### config.mk
export PLATFORM = sky130hd
export DESIGN_NAME = qdiv_stream
export DESIGN_NICKNAME = d
export VERILOG_FILES = /design/src/rtl/qdiv_pkg.sv /design/src/rtl/qdiv_round_sat.sv /design/src/rtl/qdiv_stream.sv
export SDC_FILE = /design/constraint.sdc
export NUM_CORES = 1
export LEC_CHECK = 0
export ABC_AREA = 1
export CORE_ASPECT_RATIO = 1.25
export CORE_MARGIN = 2
export CORE_UTILIZATION = 52
export DETAILED_ROUTE_END_ITERATION = 12
export PLACE_DENSITY_LB_ADDON = 0.15
export SETUP_SLACK_MARGIN = 0.5
export SLEW_MARGIN = 5
export SYNTH_ARGS = -nofsm -noshare
export SYNTH_HDL_FRONTEND = slang
export SYNTH_SLANG_ARGS = --single-unit
### constraint.sdc
create_clock -name clk -period 2.2 [get_ports clk]
set_input_delay 0.66 -clock clk [delete_from_list [all_inputs] [get_ports clk]]
set_output_delay 0.66 -clock clk [all_outputs]
set_load 0.01 [all_outputs]
### src/rtl/qdiv_pkg.sv
// qdiv_pkg: shared state encoding and sizing helpers for the qdiv_stream divider
package qdiv_pkg;
  typedef enum logic [1:0] {IDLE, BUSY, FINISH, DONE} state_t;
  function automatic int iter_count(input int n, input int q, input int round);
    return n - 1 + q + round;
  endfunction
  function automatic int cnt_width(input int n, input int q, input int round);
    return $clog2(iter_count(n, q, round));
  endfunction
endpackage

### src/rtl/qdiv_round_sat.sv
// qdiv_round_sat: combinational rounding, saturation and sign cleanup of a raw quotient
//   raw      in  ITER  raw quotient bits (one extra half bit when ROUND=1)
//   sign     in  1     result sign
//   dbz      in  1     divisor was zero: saturate without flagging overflow
//   quotient out N     final sign-magnitude quotient
//   ovf      out 1     magnitude saturated because it did not fit
module qdiv_round_sat #(
  parameter int N = 32,
  parameter int Q = 15,
  parameter int ROUND = 0,
  parameter int ITER = N - 1 + Q + ROUND
) (
  input  logic [ITER-1:0] raw,
  input  logic            sign,
  input  logic            dbz,
  output logic [N-1:0]    quotient,
  output logic            ovf
);
  localparam int M = N - 1 + Q;
  logic [M-1:0] mag;
  logic [N-2:0] m;
  logic big;
  generate
    if (ROUND != 0) begin : g_rnd
      assign mag = raw[ITER-1:1] + M'(raw[0]);
    end else begin : g_trn
      assign mag = raw;
    end
  endgenerate
  assign big = |mag[M-1:N-1];
  assign ovf = big && !dbz;
  assign m = (big || dbz) ? '1 : mag[N-2:0];
  assign quotient = {sign && |m, m};
endmodule

### src/rtl/qdiv_stream.sv
// qdiv_stream: sequential sign-magnitude fixed-point divider with valid/ready handshakes
//   in_valid/in_ready     operand handshake, accepted only in IDLE
//   dividend/divisor      N-bit sign-magnitude Q-format operands
//   out_valid/out_ready   result handshake, held in DONE
//   quotient/ovf/dbz      registered result and status flags
//   busy                  high while dividing or finishing
module qdiv_stream import qdiv_pkg::*; #(
  parameter int N = 32,
  parameter int Q = 15,
  parameter int ROUND = 0
) (
  input  logic         clk,
  input  logic         rst_n,
  input  logic         in_valid,
  output logic         in_ready,
  input  logic [N-1:0] dividend,
  input  logic [N-1:0] divisor,
  output logic         out_valid,
  input  logic         out_ready,
  output logic [N-1:0] quotient,
  output logic         ovf,
  output logic         dbz,
  output logic         busy
);
  localparam int ITER = iter_count(N, Q, ROUND);
  localparam int CW = cnt_width(N, Q, ROUND);
  localparam int NM = N - 1;
  state_t state, state_nx;
  logic [ITER-1:0] nq;
  logic [N-2:0] dvs, rem;
  logic [N-1:0] sh, q_fin;
  logic [CW-1:0] cnt;
  logic sgn, dz, take, ovf_fin;
  // nq shifts dividend bits out of the top while quotient bits enter at the bottom
  assign sh = {rem, nq[ITER-1]};
  assign take = sh >= {1'b0, dvs};
  assign in_ready = state == IDLE;
  assign out_valid = state == DONE;
  assign busy = state == BUSY || state == FINISH;
  always_comb begin
    state_nx = state == IDLE   ? (in_valid ? (divisor[N-2:0] == '0 ? FINISH : BUSY) : IDLE) :
               state == BUSY   ? (cnt == '0 ? FINISH : BUSY) :
               state == FINISH ? DONE :
               (out_ready ? IDLE : DONE);
  end
  always_ff @(posedge clk or negedge rst_n)
    if (!rst_n) state <= IDLE;
    else state <= state_nx;
  always_ff @(posedge clk or negedge rst_n) begin
    if (!rst_n) begin
      nq <= '0;
      dvs <= '0;
      rem <= '0;
      cnt <= '0;
      sgn <= 1'b0;
      dz <= 1'b0;
      quotient <= '0;
      ovf <= 1'b0;
      dbz <= 1'b0;
    end else if (state == IDLE && in_valid) begin
      nq <= {dividend[N-2:0], {(Q + ROUND){1'b0}}};
      dvs <= divisor[N-2:0];
      rem <= '0;
      cnt <= CW'(ITER - 1);
      sgn <= dividend[N-1] ^ divisor[N-1];
      dz <= divisor[N-2:0] == '0;
      ovf <= 1'b0;
      dbz <= 1'b0;
    end else if (state == BUSY) begin
      rem <= take ? NM'(sh - {1'b0, dvs}) : sh[N-2:0];
      nq <= {nq[ITER-2:0], take};
      cnt <= cnt - 1'b1;
    end else if (state == FINISH) begin
      quotient <= q_fin;
      ovf <= ovf_fin;
      dbz <= dz;
    end
  end
  qdiv_round_sat #(.N(N), .Q(Q), .ROUND(ROUND), .ITER(ITER)) u_round_sat (
    .raw(nq),
    .sign(sgn),
    .dbz(dz),
    .quotient(q_fin),
    .ovf(ovf_fin)
  );
endmodule
==> metrics.txt <==
Die Span X 122 µm; Slowest cell on crit path dfrtp_1; status complete, but fails checks; library cells used by synthesis 36; full die area 0.0185 mm²; hpwl dp 18.0 mm; Worst Hold Slack 0.137 ns; max-slew violations 0; critical path required time 2.53 ns; Clk pwr share 12.9%; Clock transition at path regs 0.07 ns; CTS tree built; failing checks negative setup slack; CP cell instances inv_2 -> ha_4 -> inv_4 -> fa_2 -> nand2_2 -> nand2_2 -> nand3_1 -> nand2_1 -> nand2_1 -> nand3_2 -> nand2_1 -> nand2_1 -> nand2_1 -> nand3_2 -> nand2_1 -> nand2_1; Worst IR Drop VDD 0.877 mV; initial antenna violation count 0; Worst Tran Pin Value 0.517 ns; FP Rows 54; Net Count, Synth 1,348; IO Pins 105; Iter 0 DRT Violations 674; sw power 11.8 mW; Residual DRC 0; Arr. time, crit path 2.59 ns; root buf cell clkbuf_16; fin nets 1,536; detailed-route via count 9,398; static leakage 6.33 nW; clk sinks 152; overflow left after global routing 0; Worst Hold Class input port to async pin; number of buffers added on ports 104; Initial Util 52.4%; largest net degree at the start of global routing 54; post-DR wirelength/cell 19.0 µm; Clock Tree Buf Depth 2; Final Non-Filler Cells 1,666; H-tree depth 4; fmax 443 MHz; Max Clock Skew 0.00943 ns; RSZ-0062 raised after global routing yes; biggest cell delay along the critical path 0.39 ns; period utilization 103%; MaxCap Viol Count 0; CP bufs+invs 2; DR vias/cell 5.64; synthesized area 0.00907 mm²; final hold violations 0; crit path max fanout 3; Cells after Synth 1,242; max_slew headroom 65.2%; WL final 31.6 mm; Crit path top cell by count nand2_1; Seq/Total Area, Yosys 41.9%; Period minus WS final 2.26 ns; routability cong. 0.999; number of CTS-inserted buffers 17; most frequent cells in the layout 349 x nand2_1, 205 x inv_1, 152 x dfrtp_1, 68 x nor2_1, 59 x clkdlybuf4s50_1; core box area 0.0173 mm²; Seq pwr share 18.4%; Pre-Repair DR Iteration Count 5; commonest non-fill, non-tap cell in the layout nand2_1; Area Overhead vs Synth 48.1%; die height 152 µm; number of hold buffers added after CTS 0; Routed Antenna Nets 0; PwrDens 1800 mW/mm²; Setup Crit Path Kind flop to flop; share of layout cells above drive strength 1 27.9%; GRT Total Usage 30.6%; Switching Share 48.7%; Comb power frac 68.7%; worst setup slack after layout -0.0582 ns; clock insertion delay at the later pin of the skew report 0.44 ns; CP Capture Type flop; first-pass GRT wire length 43.6 mm; Internal 12.4 mW; vias in the first global route 8,919; family with the most delay on the worst path simple AND/OR/NAND/NOR gates; yosys warns 0; Final setup viols 9; Placed Cells 1,578; syn avg cell area 7.30 µm²; synthesis-stage register bit count 152; antenna cells 0; Startpoint Class flop
-- kinds of logic (layout without fill, tap and decap cells) --
kind of cell / Yosys count / count (layout) / synth area share [%]
DFF: 152 / 152 / 41.9
buffers and inverters: 258 / 458 / 11.2
AOI/OAI and AO/OA: 163 / 163 / 10.6
and+or+nand+nor: 615 / 615 / 29.3
adders and majority gates: 38 / 38 / 5.32
xor gates and xnor gates: 16 / 16 / 1.55
-- worst paths after layout --
kind | from | end | slack, ns | cells past startpoint
worst min register to register | cnt[4] | cnt[4] | 0.50 | 1
min in group clk | cnt[4] | cnt[4] | 0.50 | 1
max in group asynchronous | rst_n | quotient[6] | 1.42 | 2
worst max register to register | nq[45] | rem[30] | -0.06 | 16
worst min-delay path | rst_n | rem[11] | 0.14 | 1
worst max-delay path | nq[45] | rem[30] | -0.06 | 16
-- metrics by stage --
step | worst slack [ns] | cell area, µm² | utilization, % | total power [mW] | setup TNS, ns
2_1_floorplan | 0.217 | 9150 | - | 12.5 | 0
3_3_place_gp | -0.138 | 10800 | 62.2 | 15.6 | -0.387
3_5_place_dp | -0.177 | 10800 | 62.2 | 15.8 | -0.449
4_1_cts | 0.0992 | 12200 | 70.4 | 20.3 | 0
5_1_grt | -0.167 | 13400 | 77.7 | 25.8 | -2.96
6_report | -0.0582 | 13400 | 77.7 | 24.2 | -0.145
-- worst reg2reg max path, cell delays in order, from the launching register on --
cell,delay (ns)
dfrtp_1,0.39
inv_2,0.08
ha_4,0.13
inv_4,0.04
fa_2,0.35
nand2_2,0.08
nand2_2,0.08
nand3_1,0.08
nand2_1,0.19
nand2_1,0.16
nand3_2,0.12
nand2_1,0.11
nand2_1,0.06
nand2_1,0.07
nand3_2,0.07
nand2_1,0.07
nand2_1,0.06
-- metal layers --
metal	part of all wire, %	track usage (%)
met1	37	34.2
met2	51	55.1
met3	5.6	5.88
met4	6.5	15.6
met5	0	0
-- cells in the mapped netlist --
cell type  number  area [µm²]
nor2_4          4        45.0
xor2_1          1        8.76
and2_1          6        37.5
nand4_1        15        93.8
a21oi_1        54         270
nand2_4         2        22.5
a21oi_2         4        35.0
o221ai_1       26         228
nand3_2         1        10.0
inv_1         212         796
nor2_2          5        31.3
nand2_2         9        56.3
ha_1           37         463
nand3_1        86         430
inv_2           8        30.0
xnor2_1        15         131
nor2_1         74         278
buf_6           3        33.8
buf_4           3        22.5
nor2_8          1        20.0
clkbuf_1       18        67.6
buf_2          11        55.1
nor3_1          7        35.0
o211ai_1        4        30.0
o21ai_0        45         225
o32ai_1         1        8.76
o21ai_1        11        55.1
dfrtp_1       152        3800
nor4_1         15        93.8
o21bai_1        1        7.51
o22ai_1        17         106
buf_1           3        11.3
or2_1           1        6.26
nand3b_1       11        82.6
nand2_1       378        1420
fa_1            1        20.0
-- area by class of cell --
class,instances,area [µm²]
clock buffers,17,425
clock inverters,14,180
well taps,224,280
multi-input cells,832,5640
repair buffers,207,2250
inverters,220,846
fillers,1164,3860
flip-flops and latches,152,3800
-- power by group through the flow --
stage                     registers, mW  logic (mW)  clock network, mW
after floorplan                    4.24        8.23                  0
after global placement             4.31        11.3                  0
after detailed placement           4.33        11.5                  0
after CTS                          4.36        12.9               3.11
after global routing               4.54        18.0               3.26
final                              4.46        16.7               3.13
-- registers in the layout, indices dropped and copies added (netlist names) --
register	count
state	2
nq	46
cnt	6
rem	31
dz	1
quotient	32
dbz	1
sgn	1
dvs	31
ovf	1
-- repair_timing --
item / CTS / global route
gates cloned: 6 / 14
setup buffers: 24 / 13
pin swaps: 30 / 36
endpoints found under the setup margin: 108 / 121
resized for setup: 268 / 158
No activity file was read; power rests on OpenSTA's default activity.
